===== config.mk =====
export PLATFORM = sky130hd
export DESIGN_NAME = fifo_seq_ctrl_flat
export DESIGN_NICKNAME = d
export VERILOG_FILES = /design/src/rtl/fifo_seq_pkg.sv /design/src/rtl/fifo_seq_ctrl_if.sv /design/src/rtl/fifo_seq_skew.sv /design/src/rtl/fifo_seq_ctrl.sv /design/src/flat_wrapper.sv
export SDC_FILE = /design/constraint.sdc
export NUM_CORES = 1
export LEC_CHECK = 0
export CORE_ASPECT_RATIO = 0.7
export CORE_MARGIN = 2
export CORE_UTILIZATION = 44
export DETAILED_ROUTE_END_ITERATION = 8
export GPL_TIMING_DRIVEN = 0
export PLACE_DENSITY = 0.86
export SYNTH_ARGS = -nofsm -noshare
export SYNTH_HDL_FRONTEND = slang
export SYNTH_HIERARCHICAL = 1
export SYNTH_SLANG_ARGS = --single-unit

===== constraint.sdc =====
create_clock -name clk -period 5 [get_ports clk]
set_input_delay 0.5 -clock clk [delete_from_list [all_inputs] [get_ports clk]]
set_output_delay 0.5 -clock clk [all_outputs]
set_load 0.01 [all_outputs]

===== src/rtl/fifo_seq_pkg.sv =====
// Shared types and default sizing for the FIFO-bank sequencer.
package fifo_seq_pkg;

  typedef enum logic [1:0] {
    IDLE = 2'd0,
    FILL = 2'd1,
    RUN  = 2'd2,
    DONE = 2'd3
  } state_t;

  localparam int NUM_FIFO_DEF = 8;
  localparam int DEPTH_DEF    = 8;
  localparam int BITS_DEF     = 64;

endpackage


===== src/rtl/fifo_seq_ctrl_if.sv =====
// Host load-word handshake between the MMIO decode (master) and the sequencer (slave).
interface fifo_seq_ctrl_if #(
  parameter int NUM_FIFO = 8,
  parameter int BITS     = 64
);
  localparam int SW = $clog2(NUM_FIFO);

  logic            load_vld;
  logic [SW-1:0]   load_sel;
  logic [BITS-1:0] load_data;
  logic            load_rdy;

  modport master (output load_vld, load_sel, load_data, input load_rdy);
  modport slave  (input load_vld, load_sel, load_data, output load_rdy);
endinterface


===== src/rtl/fifo_seq_skew.sv =====
// Diagonal skew: column i is enabled for run cycles t in [i, i+DEPTH).
module fifo_seq_skew
  import fifo_seq_pkg::*;
#(
  parameter int  NUM_FIFO = NUM_FIFO_DEF,
  parameter int  DEPTH    = DEPTH_DEF,
  localparam int TW       = $clog2(DEPTH + NUM_FIFO)
) (
  input  logic [TW-1:0]       t,
  input  logic                active,
  output logic [NUM_FIFO-1:0] en
);
  logic [31:0] t_ext;
  assign t_ext = 32'(t);

  generate
    for (genvar gi = 0; gi < NUM_FIFO; gi++) begin : g_col
      if (gi == 0) begin : g_first
        assign en[gi] = active && (t_ext < 32'(DEPTH));
      end else begin : g_rest
        assign en[gi] = active && (t_ext >= 32'(gi)) && (t_ext < 32'(gi + DEPTH));
      end
    end
  endgenerate
endmodule


===== src/rtl/fifo_seq_ctrl.sv =====
// FILL/RUN sequencer for a bank of circular delay-buffer FIFOs feeding a MAC row.
// Define FIFO_SEQ_CYCLE_CNT_EN to add the saturating run_cycles output.
module fifo_seq_ctrl
  import fifo_seq_pkg::*;
#(
  parameter int NUM_FIFO = NUM_FIFO_DEF,
  parameter int DEPTH    = DEPTH_DEF,
  parameter int BITS     = BITS_DEF
) (
  input  logic                clk,
  input  logic                rst_n,
  fifo_seq_ctrl_if.slave      ld,
  input  logic                start,
  output logic [NUM_FIFO-1:0] fifo_en,
  output logic [BITS-1:0]     fifo_d,
  output logic [NUM_FIFO-1:0] col_vld,
  output logic                busy,
  output logic                done,
  output logic                err_overfill
`ifdef FIFO_SEQ_CYCLE_CNT_EN
  ,
  output logic [31:0]         run_cycles
`endif
);
  localparam int SW = $clog2(NUM_FIFO);
  localparam int FW = $clog2(DEPTH) + 1;
  localparam int TW = $clog2(DEPTH + NUM_FIFO);
  localparam logic [FW-1:0] FULL   = FW'(DEPTH);
  localparam logic [TW-1:0] T_LAST = TW'(DEPTH + NUM_FIFO - 2);

  state_t              state_reg;
  logic [TW-1:0]       t_reg;
  logic [FW-1:0]       fill_reg [NUM_FIFO];
  logic                err_reg;
  logic [NUM_FIFO-1:0] full_vec;
  logic [NUM_FIFO-1:0] skew_en;
  logic                accept, sel_ok, sel_full, write, overfill, start_go, run_active;

  generate
    for (genvar gi = 0; gi < NUM_FIFO; gi++) begin : g_full
      assign full_vec[gi] = (fill_reg[gi] == FULL);
    end
    if (NUM_FIFO == (1 << SW)) begin : g_sel_pow2
      assign sel_ok = 1'b1;
    end else begin : g_sel_range
      assign sel_ok = (32'(ld.load_sel) < 32'(NUM_FIFO));
    end
  endgenerate

  assign ld.load_rdy = (state_reg == IDLE) || (state_reg == FILL);
  assign accept      = ld.load_vld && ld.load_rdy;
  assign sel_full    = full_vec[ld.load_sel];
  assign write       = accept && sel_ok && !sel_full;
  assign overfill    = accept && (!sel_ok || sel_full);
  // start only counts against the fill levels held before this edge, so a
  // same-cycle load into an all-full bank is always an overfill.
  assign start_go    = start && (state_reg == FILL) && (&full_vec);
  assign run_active  = (state_reg == RUN);

  fifo_seq_skew #(
    .NUM_FIFO(NUM_FIFO),
    .DEPTH   (DEPTH)
  ) u_skew (
    .t     (t_reg),
    .active(run_active),
    .en    (skew_en)
  );

  always_comb begin
    fifo_en = '0;
    fifo_d  = '0;
    if (run_active) begin
      fifo_en = skew_en;
    end else if (write) begin
      fifo_en[ld.load_sel] = 1'b1;
      fifo_d               = ld.load_data;
    end
  end

  assign col_vld      = skew_en;
  assign busy         = (state_reg == FILL) || run_active;
  assign done         = (state_reg == DONE);
  assign err_overfill = err_reg;

  always_ff @(posedge clk) begin
    if (!rst_n) begin
      state_reg <= IDLE;
      t_reg     <= '0;
      err_reg   <= 1'b0;
      for (int i = 0; i < NUM_FIFO; i++) fill_reg[i] <= '0;
`ifdef FIFO_SEQ_CYCLE_CNT_EN
      run_cycles <= '0;
`endif
    end else begin
      if (write) fill_reg[ld.load_sel] <= fill_reg[ld.load_sel] + 1'b1;
      if (overfill) err_reg <= 1'b1;
      case (state_reg)
        IDLE: if (accept) state_reg <= FILL;
        FILL: begin
          if (start_go) begin
            state_reg <= RUN;
            t_reg     <= '0;
            for (int i = 0; i < NUM_FIFO; i++) fill_reg[i] <= '0;
          end
        end
        RUN: begin
          if (t_reg == T_LAST) state_reg <= DONE;
          else                 t_reg     <= t_reg + 1'b1;
        end
        default: state_reg <= IDLE;
      endcase
`ifdef FIFO_SEQ_CYCLE_CNT_EN
      if (run_active && (run_cycles != 32'hFFFF_FFFF)) run_cycles <= run_cycles + 32'd1;
`endif
    end
  end
endmodule


===== src/flat_wrapper.sv =====
// flat-port wrapper written by rule: the top's interface ports become plain ports
module fifo_seq_ctrl_flat import fifo_seq_pkg::*;
#(
  parameter int NUM_FIFO = NUM_FIFO_DEF,
  parameter int DEPTH    = DEPTH_DEF,
  parameter int BITS     = BITS_DEF
)
  (clk, rst_n, start, fifo_en, fifo_d, col_vld, busy, done, err_overfill, ld_load_vld, ld_load_sel, ld_load_data, ld_load_rdy);
  fifo_seq_ctrl_if #(.NUM_FIFO(NUM_FIFO), .BITS(BITS)) ld_i ();
  input  logic clk;
  input  logic rst_n;
  input  logic start;
  output logic [NUM_FIFO-1:0] fifo_en;
  output logic [BITS-1:0] fifo_d;
  output logic [NUM_FIFO-1:0] col_vld;
  output logic busy;
  output logic done;
  output logic err_overfill;
  input wire logic [$bits(ld_i.load_vld)-1:0] ld_load_vld;
  input wire logic [$bits(ld_i.load_sel)-1:0] ld_load_sel;
  input wire logic [$bits(ld_i.load_data)-1:0] ld_load_data;
  output wire logic [$bits(ld_i.load_rdy)-1:0] ld_load_rdy;
  assign ld_i.load_vld = ld_load_vld;
  assign ld_i.load_sel = ld_load_sel;
  assign ld_i.load_data = ld_load_data;
  assign ld_load_rdy = ld_i.load_rdy;
  fifo_seq_ctrl #(.NUM_FIFO(NUM_FIFO), .DEPTH(DEPTH), .BITS(BITS)) u_core (.clk(clk), .rst_n(rst_n), .ld(ld_i), .start(start), .fifo_en(fifo_en), .fifo_d(fifo_d), .col_vld(col_vld), .busy(busy), .done(done), .err_overfill(err_overfill));
endmodule

# After elaboration in Yosys (flattened, before gate mapping)
# Memory sizes are Yosys's and may differ from the RTL's.
# Index checks and enable logic that the tools add are counted.
# Widths: inputs -> output; s select.
[word_totals]
ram_bits = 32
n_memories = 1
latch_bits = 0
regBits = 7
elab_cells = 111
output_inout_bits = 84
romBits = 0
input_bits = 71
[op_classes]
div = 0
magnitude_cmp = 17
n_addsub = 2
n_mux = 34
n_reduce_logical = 30
eq_ne = 16
shift = 0
n_mul = 0
bitwise_logic = 8
[mem_list]
columns = ["name", "depth", "width", "read_ports", "rd_ports_with_merged_regs", "write_ports", "line", "text"]
rows = [
  ["u_core.fill_reg", 8, 4, 9, 0, 8, "fifo_seq_ctrl.sv:33", "logic [FW-1:0] fill_reg [NUM_FIFO];"],
]
[ops]
columns = ["cell", "n"]
rows = [
  ["$mux 64", 2],
  ["$mux 4", 11],
  ["$eq 4x4->1 const B", 9],
  ["$lt 4x4->1 const B", 8],
  ["$logic_and 1x1->1", 21],
  ["$ge 4x3->1 const B", 4],
  ["$mux 8", 2],
  ["$mux 1", 11],
  ["$add 4x1->4 const B", 2],
  ["$ge 4x2->1 const B", 2],
  ["$or 1x1->1", 8],
  ["$pmux 4 s2", 1],
  ["$reduce_and 8->1", 1],
  ["$mux 2", 3],
  ["$pmux 2 s3", 1],
  ["$reduce_and 3->1", 2],
  ["$eq 2x2->1 const B", 2],
  ["$ge 4x1->1 const B", 1],
  ["$lt 3x4->1 const B", 1],
  ["$ne 2x1->1 const B", 2],
  ["$ne 2x2->1 const B", 2],
  ["$reduce_or 4->1", 1],
  ["$bmux 1 s3", 1],
  ["$demux 1 s3", 1],
  ["other kinds (7)", 8],
]

# Longest topological paths before layout
# An unclocked memory read counts as a cell.
[depth]
ltp_word = 11
ltp_mapped = 9
mapped_depth_nobuf = 7

# Cells and area by module
# Netlist, hierarchy kept.
[by_module_without_submodules]
columns = ["mod", "seq_area_each_um2", "n_inst", "area_per_inst_um2", "cells_each"]
rows = [
  ["fifo_seq_ctrl", 1101.1, 1, 2840.2, 306],
  ["fifo_seq_skew", 0.0, 1, 157.7, 22],
]

# Worst setup path before layout
# Ideal clock, no wire load.
[synth_path]
kind = "register -> output"
startpoint = "reg u_core.state_reg[0]"
endpoint = "out fifo_en[1]"
path_buffers = 2
slack_ns = 2.579
required_time_ns = 4.500
arrival_ns = 1.921
stages_incl_launch_ff = 10
cell_sequence = "dfxtp_1 inv_1 ha_1 or2_2 and2_1 buf_1 nand2b_1 nor3_2 buf_2 a22o_1"
[synth_via]
elab_chain_cells = 6
word_cells_on_any_way = 10
classes_between = "2 x eq/ne; 2 x mux; 6 x reduce/logical"
[synth_lines]
columns = ["element", "line", "text"]
rows = [
  ["start, declared", "fifo_seq_ctrl.sv:31", "state_t state_reg;"],
  ["start signal, assigned", "fifo_seq_ctrl.sv:87", "state_reg <= IDLE;"],
  ["start signal, assigned", "fifo_seq_ctrl.sv:98", "IDLE: if (accept) state_reg <= FILL;"],
  ["start signal, assigned", "fifo_seq_ctrl.sv:101", "state_reg <= RUN;"],
  ["$eq 2x1->1 or $logic_not 2->1 (tied branches)", "fifo_seq_ctrl.sv:50", "assign ld.load_rdy = (state_reg == IDLE) || (state_reg == FILL);"],
  ["$logic_or 1x1->1 (*)", "fifo_seq_ctrl.sv:50", ""],
  ["via ld_load_rdy", "flat_wrapper.sv:22", "output wire logic [$bits(ld_i.load_rdy)-1:0] ld_load_rdy;"],
  ["$logic_and 1x1->1 (*)", "fifo_seq_ctrl.sv:51", "assign accept = ld.load_vld && ld.load_rdy;"],
  ["$logic_and 1x1->1 (*)", "fifo_seq_ctrl.sv:53", "assign write = accept && sel_ok && !sel_full;"],
  ["$mux 8 (*)", "fifo_seq_ctrl.sv:74", "end else if (write) begin"],
  ["$mux 8 (*)", "fifo_seq_ctrl.sv:72", "if (run_active) begin"],
  ["end, declared", "flat_wrapper.sv:13", "output logic [NUM_FIFO-1:0] fifo_en;"],
]
# The timed path passes the listed nets; every way through them passes the cells marked *.

# Worst setup path after layout
[layout_path]
startpoint = "in ld_load_sel[2]"
endpoint = "out fifo_en[1]"
[layout_via]
elab_chain_cells = 6
word_cells_on_any_way = 11
classes_between = "2 x order compare; 6 x mux; 3 x reduce/logical"
[layout_lines]
columns = ["element", "line", "text"]
rows = [
  ["start, declared", "flat_wrapper.sv:20", "input wire logic [$bits(ld_i.load_sel)-1:0] ld_load_sel;"],
  ["$lt 3x4->1 (implied by the code), or another cell as far along", "fifo_seq_ctrl.sv:75", "fifo_en[ld.load_sel] = 1'b1;"],
  ["$logic_and 1x1->1 (implied by the code) or $mux 1 (tied branches)", "fifo_seq_ctrl.sv:75, fifo_seq_ctrl.sv:52", ""],
  ["$mux 1 (implied by the code) or $logic_not 1->1 (tied branches)", "fifo_seq_ctrl.sv:75, fifo_seq_ctrl.sv:53", ""],
  ["$demux 1 s3 or $logic_and 1x1->1 (tied branches)", "-", ""],
  ["$mux 8 (*)", "fifo_seq_ctrl.sv:74", ""],
  ["$mux 8 (*)", "fifo_seq_ctrl.sv:72", ""],
]
# Mark *: on every way between the ends. The rest lies on a longest branch, timed or not. The select of a mux whose other input is x is not followed.

==> run summary <==
Iter 0 DRT Violations: 406
Max incr delay on CP: 0.61 ns
Final setup margin: 0.941 ns
Normalized max-slew margin: 0.338
CP max FO: 10
Final HPWL DP: 9970 um
Critical path arrival: 3.56 ns
Reg power frac: 0.256
Worst hold path class: flip-flop to flip-flop
DP Worst Slack: 0.963 ns
Antenna violation net count after detailed routing: 0
Rows: 25
CTS Buf Count: 5
Seq cells post-synth: 39
Sequential standard cell area: 1100 um^2
Full die area: 7500 um^2
FFs w/ async S/R, synth: 0
Die span in x: 103 um
Syn avg cell area: 9.14 um^2
Primary FF master, synth: edfxtp_1
Number of remaining DRC errors: 0
Area of the multi-input gates: 1730 um^2
CTS H-Tree Depth: 2
Fill count: 528
Cts hold-fix bufs: 0
GRT overflow: 0
Initial core utilization: 0.450
Post-Synthesis Cell Area: 3000 um^2
RSZ-0062 raised after global routing: no
Cell internal pwr: 982 uW
Clock Latency Late Sink: 0.30 ns
Ports: 155
Total Neg Setup Slack: 0 ns
Clock transition at path regs: 0.09 ns
First-pass GRT wire length: 18,000 um
Synth cell types: 50
Pwr Density: 324 nW/um^2
Most common cell on crit path: clkdlybuf4s50_1
Period utilization: 0.812
Area leader, netlist: edfxtp_1
DR pass1 iterations: 5
Psw: 565 uW
Max reg flops: 32
Pleak: 0.00177 uW
Largest net degree at the start of global routing: 15
Crit-path leading delay family: buffers and inverters
Post-route core utilization: 0.717
Area growth from synthesis to layout: 59.3%
Core ar.: 6660 um^2
Vias/cell: 5.73
Pins Over Slew Limit: 0
Number of post-CTS setup repair buffers: 0
Post-synth EDFFs: 32
All-layer global routing usage: 0.329
Mapped Cells: 328
WP data required: 4.50 ns
Worst setup EP type: output port
Crit path launch type: input pin
CTS tree: built
Area contributors post-synth: edfxtp_1 32%, and2_1 14%, dfxtp_1 4.7%, mux2i_1 4.3%, nor2_1 3.4%
Clk pwr share: 0.175
Slew @ Worst Pin: 0.987 ns
Clk buf depth: 2
Vias in the first global route: 3,126
CP Buf/Inv Count: 4
Via count: 3,359
I/O Buffers: 154
Routed length per instance: 20.8 um
Syn_nets: 407
Worst Skew: 0.0146 ns
Sequential area share after synthesis: 0.367
Share of the synthesized area in the top cell type: 0.321
Worst-path cell chain: clkdlybuf4s50_1 > buf_4 > and3b_1 > a22oi_1 > nand3_1 > nor3_2 > buf_2 > a22o_1 > clkdlybuf4s50_1
Post-Place Cell Area: 4660 um^2
Minimum clock period: 4.06 ns
Number of gates resized after cts: 0
Clk root buf: clkbuf_8
GP Congestion: 0.984
Endpoints failing setup: 0
Share of cells above drive strength 1: 0.0837
Final Hold Viols: 0
Maxcap violations: 0
Sink Count: 39
Max Freq: 246 MHz
Routed WL: 12,200 um
Tot Pwr: 1550 uW
Final nets: 568
VDD IR max: 0.257 mV
Ys Warns: 6
Gate power share: 0.569
Most frequent cells in the layout: 154 x clkdlybuf4s50_1, 65 x and2_1, 32 x edfxtp_1
Crit path kind: input pin to output port
Die Y: 73.1 um
Initial antenna violation count: 2
Slowest CP cell: clkdlybuf4s50_1
Status: finished clean
Switch share: 0.365
Most common cell after layout, fill and taps aside: clkdlybuf4s50_1
Post-route cell area: 4780 um^2
cells by family after synthesis:
group,after synthesis,share of synthesized area
buffers and inverters,36,0.0568
and+or+nand+nor,187,0.358
muxes,19,0.0785
AOI/OAI and AO/OA,37,0.100
xor gates and xnor gates,2,0.00584
DFF,39,0.367
adders and majority gates,8,0.0334
synthesized netlist by cell type (7+ instances only):
master	count
and2_1	65
dfxtp_1	7
nor4b_1	8
buf_2	13
nor2_1	27
nand4_1	10
nor3_1	15
edfxtp_1	32
a22o_1	9
inv_1	11
nand2_1	22
ha_1	8
clkbuf_1	7
nand3_1	9
mux2i_1	13
worst reg2reg max path, stage by stage, from the launching register on:
cell      delay, ns
edfxtp_1       0.41
mux2_4         0.29
a221oi_2       0.29
o22ai_1        0.19
ha_1           0.23
xnor2_1        0.79
nor2_1         0.14
layer usage:
metal  track usage  vias up  wire length, um
met5             0        -                0
met4         0.113        0              395
met3        0.0527       29             1430
met2         0.542      267             5590
met1         0.444     1566             4760
li1              -     1497                -
power by group through the flow:
| stage | Clock (uW) | Combinational, uW | Sequential, uW |
|---|---|---|---|
| 3_5_place_dp | 0 | 866 | 403 |
| 3_3_place_gp | 0 | 853 | 401 |
| 2_1_floorplan | 0 | 426 | 395 |
| 6_report | 270 | 881 | 397 |
| 4_1_cts | 275 | 873 | 396 |
| 5_1_grt | 285 | 937 | 400 |
stage by stage:
stage,instances,hold slack (ns)
detailed placement,576,0.474
global placement,576,0.453
CTS,584,0.499
floorplan,328,0.483
global route,586,0.515
finish,586,0.488
final cells by class:
| type | count | area share |
|---|---|---|
| buffer | 25 | 0.0270 |
| timing repair buffer | 154 | 0.323 |
| inverter | 11 | 0.00864 |
| clock buffer | 5 | 0.0144 |
| tap | 94 | 0.0246 |
| clock inverter | 3 | 0.00969 |
| antenna | 2 | 0.00105 |
| multi-input combinational | 253 | 0.361 |
| sequential | 39 | 0.230 |
final timing paths:
path | start | end | slack, ns | depth (start not counted)
setup / recovery | ld_load_sel[2] | fifo_en[1] | 0.94 | 9
hold / removal | u_core/err_overfill | u_core/err_overfill | 0.49 | 1
setup reg to reg | u_core/fill_reg[1][0] | u_core/fill_reg[2][2] | 2.37 | 6
hold reg to reg | u_core/err_overfill | u_core/err_overfill | 0.49 | 1
Note: power is estimated with default switching activity, not from simulation.
